`src/rtl/hack_pkg.sv`:
```
// Shared constants, instruction field positions, decoded-instruction struct
// and jump-condition helper for the Hack CPU control stage.
package hack_pkg;

    localparam int WORD_W  = 16;
    localparam int ADDR_W  = 15;

    localparam int I_TYPE  = 15;
    localparam int A_BIT   = 12;
    localparam int CTRL_HI = 11;
    localparam int CTRL_LO = 6;
    localparam int DEST_A  = 5;
    localparam int DEST_D  = 4;
    localparam int DEST_M  = 3;
    localparam int JLT     = 2;
    localparam int JEQ     = 1;
    localparam int JGT     = 0;

    typedef struct packed {
        logic              is_c;
        logic              a;
        logic [5:0]        ctrl;
        logic [2:0]        dest;
        logic [2:0]        jmp;
        logic [WORD_W-1:0] imm;
    } decode_t;

    function automatic logic jump_taken(input logic [2:0] j, input logic zr, input logic ng);
        return (j[JLT] & ng) | (j[JEQ] & zr) | (j[JGT] & ~zr & ~ng);
    endfunction

endpackage

```
`src/rtl/hack_decode.sv`:
```
// Combinational Hack instruction field decoder.
module hack_decode
    import hack_pkg::*;
(
    input  logic [WORD_W-1:0] instr_i,
    output decode_t           dec_o
);

    // Split the instruction word into its fields; imm is the A-instruction load value
    always_comb begin
        dec_o.is_c = instr_i[I_TYPE];
        dec_o.a    = instr_i[A_BIT];
        dec_o.ctrl = instr_i[CTRL_HI:CTRL_LO];
        dec_o.dest = instr_i[DEST_A:DEST_M];
        dec_o.jmp  = instr_i[JLT:JGT];
        dec_o.imm  = {1'b0, instr_i[I_TYPE-1:0]};
    end

endmodule

```
`src/rtl/hack_cpu_ctrl.sv`:
```
// Hack CPU control/register stage with valid/ready fetch and data handshake.
// Optional end-loop halt detection is built when HACK_HALT_DETECT_EN is defined.
module hack_cpu_ctrl
    import hack_pkg::*;
#(
    parameter int WIDTH = 16,
    parameter int PC_W  = 15
) (
    input  logic             clk,
    input  logic             rst_n,
    input  logic [WIDTH-1:0] instr,
    input  logic             instr_valid,
    input  logic [WIDTH-1:0] in_m,
    input  logic             mem_ready,
    output logic [WIDTH-1:0] alu_x,
    output logic [WIDTH-1:0] alu_y,
    output logic             alu_zx,
    output logic             alu_nx,
    output logic             alu_zy,
    output logic             alu_ny,
    output logic             alu_f,
    output logic             alu_no,
    input  logic [WIDTH-1:0] alu_out,
    input  logic             alu_zr,
    input  logic             alu_ng,
    output logic [WIDTH-1:0] out_m,
    output logic             write_m,
    output logic [PC_W-1:0]  address_m,
    output logic [PC_W-1:0]  pc,
    output logic             commit,
    output logic             halted
);

    logic [WIDTH-1:0] a_q, a_d;
    logic [WIDTH-1:0] d_q, d_d;
    logic [PC_W-1:0]  pc_q, pc_d;
    logic [PC_W-1:0]  pc_inc_s;
    logic [PC_W-1:0]  target_s;
    decode_t          dec_s;
    logic             a_sel_s;
    logic             mem_req_s;
    logic             jump_s;
    logic             commit_s;
    logic             halted_s;

    hack_decode u_decode (
        .instr_i (instr),
        .dec_o   (dec_s)
    );

    assign a_sel_s   = dec_s.is_c & dec_s.a;
    assign mem_req_s = dec_s.is_c & (dec_s.a | dec_s.dest[0]);
    assign jump_s    = dec_s.is_c & jump_taken(dec_s.jmp, alu_zr, alu_ng);
    assign commit_s  = instr_valid & (~mem_req_s | mem_ready) & ~halted_s;
    // Jump target and data address both come from the pre-edge A value
    assign target_s  = a_q[PC_W-1:0];
    assign pc_inc_s  = pc_q + {{(PC_W-1){1'b0}}, 1'b1};

    assign alu_x     = d_q;
    assign alu_y     = a_sel_s ? in_m : a_q;
    assign {alu_zx, alu_nx, alu_zy, alu_ny, alu_f, alu_no} = dec_s.ctrl;
    assign out_m     = alu_out;
    assign write_m   = instr_valid & dec_s.is_c & dec_s.dest[0] & ~halted_s;
    assign address_m = a_q[PC_W-1:0];
    assign pc        = pc_q;
    assign commit    = commit_s;

    // Next-state for A, D and PC; everything holds unless the instruction retires
    always_comb begin
        a_d  = a_q;
        d_d  = d_q;
        pc_d = pc_q;
        if (commit_s) begin
            if (dec_s.is_c) begin
                if (dec_s.dest[2]) begin
                    a_d = alu_out;
                end else begin
                    a_d = a_q;
                end
                if (dec_s.dest[1]) begin
                    d_d = alu_out;
                end else begin
                    d_d = d_q;
                end
                if (jump_s) begin
                    pc_d = target_s;
                end else begin
                    pc_d = pc_inc_s;
                end
            end else begin
                a_d  = dec_s.imm;
                pc_d = pc_inc_s;
            end
        end else begin
            a_d  = a_q;
            d_d  = d_q;
            pc_d = pc_q;
        end
    end

    // Architectural register state
    always_ff @(posedge clk or negedge rst_n) begin
        if (!rst_n) begin
            a_q  <= {WIDTH{1'b0}};
            d_q  <= {WIDTH{1'b0}};
            pc_q <= {PC_W{1'b0}};
        end else begin
            a_q  <= a_d;
            d_q  <= d_d;
            pc_q <= pc_d;
        end
    end

`ifdef HACK_HALT_DETECT_EN
    logic            halted_q, halted_d;
    logic            prev_a_q, prev_a_d;
    logic [PC_W-1:0] prev_pc_q, prev_pc_d;
    logic            halt_set_s;

    // A taken jump to itself, or back to the "@N" that immediately preceded it, never exits
    assign halt_set_s = commit_s & jump_s &
                        ((target_s == pc_q) | (prev_a_q & (target_s == prev_pc_q)));

    // Track the last retired instruction and latch the sticky halt flag
    always_comb begin
        halted_d  = halted_q;
        prev_a_d  = prev_a_q;
        prev_pc_d = prev_pc_q;
        if (commit_s) begin
            prev_a_d  = ~dec_s.is_c;
            prev_pc_d = pc_q;
            halted_d  = halted_q | halt_set_s;
        end else begin
            halted_d  = halted_q;
        end
    end

    // Halt detection state; only rst_n leaves the halted state
    always_ff @(posedge clk or negedge rst_n) begin
        if (!rst_n) begin
            halted_q  <= 1'b0;
            prev_a_q  <= 1'b0;
            prev_pc_q <= {PC_W{1'b0}};
        end else begin
            halted_q  <= halted_d;
            prev_a_q  <= prev_a_d;
            prev_pc_q <= prev_pc_d;
        end
    end

    assign halted_s = halted_q;
`else
    assign halted_s = 1'b0;
`endif

    assign halted = halted_s;

endmodule
```
`config.mk`:
```
export PLATFORM = sky130hd
export DESIGN_NAME = hack_cpu_ctrl
export DESIGN_NICKNAME = d
export VERILOG_FILES = /design/src/rtl/hack_pkg.sv /design/src/rtl/hack_decode.sv /design/src/rtl/hack_cpu_ctrl.sv
export SDC_FILE = /design/constraint.sdc
export NUM_CORES = 1
export LEC_CHECK = 0
export ABC_AREA = 1
export BUFFER_PORTS_ARGS = -buffer_cell sky130_fd_sc_hd__clkbuf_2
export CAP_MARGIN = 10
export CORE_MARGIN = 2
export CORE_UTILIZATION = 47
export CTS_BUF_LIST = sky130_fd_sc_hd__clkbuf_16
export DETAILED_ROUTE_END_ITERATION = 8
export HOLD_SLACK_MARGIN = 0.03
export PLACE_DENSITY = 0.85
export SLEW_MARGIN = 20
export SYNTH_ARGS = -nofsm -noshare
export SYNTH_HDL_FRONTEND = slang
export SYNTH_SLANG_ARGS = --single-unit
```
`constraint.sdc`:
```
create_clock -name clk -period 2 [get_ports clk]
set_clock_uncertainty 0.15 [all_clocks]
set_input_delay 0.5 -clock clk [delete_from_list [all_inputs] [get_ports clk]]
set_output_delay 0.5 -clock clk [all_outputs]
set_load 0.1 [all_outputs]
```
==> results.json <==
{
  "dp_hpwl_mm": 6.87,
  "cts_setup_buffers": 0,
  "synth_cell_types": 21,
  "startpoint": "instr[15]",
  "nets": 598,
  "netlist_instances": 435,
  "antenna_found_initial": 0,
  "cp-endpoint": "alu_y[1]",
  "num_rows": 29,
  "fin_util": 0.733,
  "die_area_um2": 7040,
  "die_y_um": 83.9,
  "cts_tree": "built",
  "clockBufferDepth": 2,
  "final.min_clock_period_ns": 1.98,
  "start_util": 0.478,
  "critPathKind": "primary input to primary output",
  "slew_headroom": 0.625,
  "grt_pass1_vias": 3072,
  "hold_buffers": 0,
  "clkLatencyLatePin_ns": 0.29,
  "vdd_drop_max_mv": 0.847,
  "r2r-end": "pc[9]",
  "reg2reg_depth": 7,
  "r2r_slack_ns": 0.37,
  "first_pass_iters": 5,
  "drt_iter0_markers": 185,
  "yosysWarnings": 0,
  "port_buffers": 139,
  "cp_max_fo": 6,
  "setup-violations-final": 0,
  "clockRootBuffer": "clkbuf_16",
  "grt_max_degree": 33,
  "netlist_area_um2": 3000,
  "tns_ns": 0,
  "synth-seq-area-share": 0.392,
  "grtUsageTotal": 0.250,
  "wl_mm": 8.77,
  "via_count": 3225,
  "antenna_left": 0,
  "leakagePower_nw": 2.44,
  "powerDensity_nw_per_um2": 1190,
  "max-cap-violations": 0,
  "crit_arrival_ns": 1.33,
  "wl_per_cell_um": 14.1,
  "drive_gt1_frac": 0.355,
  "route.detailed.drc": 0,
  "synthesis.nets": 490,
  "gr-total-overflow": 0,
  "outcome": "finished, final reports clean",
  "fmax_ghz": 0.506,
  "synth_seq_cells": 47,
  "worst-slew-pin-transition_ns": 0.565,
  "numCtsBuffers": 5,
  "hold_class": "primary input to asynchronous set/reset pin",
  "syn_area_per_cell_um2": 6.90,
  "area_delta_synth_final_pct": 53.2,
  "die_w_um": 83.9,
  "period_share": 0.989,
  "coreArea_um2": 6280,
  "cts_max_level": 2,
  "grt_pass1_wl_mm": 14.3,
  "final_max_slew_viol_count": 0,
  "cp-end-kind": "primary output",
  "diodes": 0,
  "gp_congestion": 0.848,
  "cts.sinks": 47,
  "avgViaCountPerCell": 5.19,
  "pin_count": 141,
  "r2r-start": "pc[0]",
  "final-hold-violation-count": 0,
  "cp.required_ns": 1.35,
  "crit_path_start_kind": "primary input",
  "clkTransAtPathRegs_ns": 0.07,
  "total_power_mw": 5.49
}
-- worst max-delay path: stages --
cell	delay [ns]
clkbuf_8	0.13
nand2_8	0.09
inv_6	0.07
buf_16	0.15
o21ai_4	0.18
buf_12	0.19
-- report_power, final --
| part | switching [mW] | internal [mW] |
|---|---|---|
| logic | 2.56 | 0.727 |
| registers | 0.209 | 1.15 |
| clock network | 0.382 | 0.468 |
| total | 3.15 | 2.34 |
-- layout by cell type (no fill, tap or decap), types with 4 or more instances in the layout --
master	netlist	final
buf_12	0	44
buf_4	38	10
clkbuf_16	0	5
clkbuf_2	0	97
dfrtp_1	47	41
dfrtp_2	0	6
inv_1	56	55
nand2_1	153	151
nand3_1	31	31
nand4_1	4	4
nor2_1	12	11
o21ai_0	34	19
o21ai_1	32	32
o21ai_4	0	15
-- state kept, by name, summed over array words and instances, names as in the netlist --
name and cells:
a_q 16, alu_x 16, pc 15
-- cells in the mapped netlist --
master | instances | area share
inv_2 | 1 | 0.0012
nand3_1 | 31 | 0.052
inv_1 | 56 | 0.070
nand3b_1 | 3 | 0.0075
buf_4 | 38 | 0.095
nand2_1 | 153 | 0.19
o21ai_2 | 1 | 0.0029
ha_1 | 1 | 0.0042
nand4_1 | 4 | 0.0083
buf_6 | 3 | 0.011
nand3_4 | 1 | 0.0058
buf_2 | 8 | 0.013
clkbuf_1 | 5 | 0.0063
nor2_1 | 12 | 0.015
a21oi_4 | 1 | 0.0054
nand2_2 | 1 | 0.0021
dfrtp_1 | 47 | 0.39
conb_1 | 1 | 0.0012
o21ai_1 | 32 | 0.053
xnor2_1 | 2 | 0.0058
o21ai_0 | 34 | 0.057
-- cell type report --
type	instances	area (µm²)
Clock buffer	5	125
Timing Repair Buffer	155	1520
Clock inverter	3	22.5
Sequential cell	47	1180
Inverter	57	219
Tap cell	77	96.3
Fill cell	450	1680
Multi-Input combinational cell	277	1430
-- worst min path at each step --
stage,to,slack [ns],depth (start not counted)
2_1_floorplan,a_q[0],0.05,0
3_3_place_gp,alu_x[6],0.32,2
3_5_place_dp,a_q[15],0.34,2
4_1_cts,a_q[2],0.04,1
5_1_grt,pc[12],0.06,1
6_report,pc[6],0.02,1
-- through the flow --
stage | worst slack [ns] | area, µm² | std cells | hold WS [ns]
after floorplan | 0.00288 | 3250 | 435 | 0.0544
after global placement | -0.0314 | 4380 | 611 | 0.323
after detailed placement | -0.0621 | 4380 | 611 | 0.338
after CTS | 0.00172 | 4600 | 621 | 0.0433
after global routing | -0.00218 | 4600 | 621 | 0.0633
final | 0.0224 | 4600 | 621 | 0.0227
-- logic make-up (layout without fill, tap and decap cells) --
kind of cell	count (synthesis)	in the layout	synth area share
DFF	47	47	0.392
xor gates and xnor gates	2	2	0.00583
adders and majority gates	1	1	0.00417
buffers and inverters	111	220	0.197
and+or+nand+nor	205	205	0.282
other	1	1	0.00125
AOI/OAI and AO/OA	68	68	0.118
-- metal layers --
metal	track usage	up-vias	routed length [µm]	part of all wire
li1	-	1539	-	-
met1	0.312	1470	3440	0.39
met2	0.442	199	4430	0.50
met3	0.0495	17	758	0.086
met4	0.0616	0	141	0.016
met5	0	-	0	0
-- what timing repair did --
item / in CTS / in global routing
cloned: 2 / 0
gates resized for setup: 6 / 1
pin swaps: 2 / 0
setup endpoints to repair: 14 / 13
Note: power is estimated with default switching activity, not from simulation.
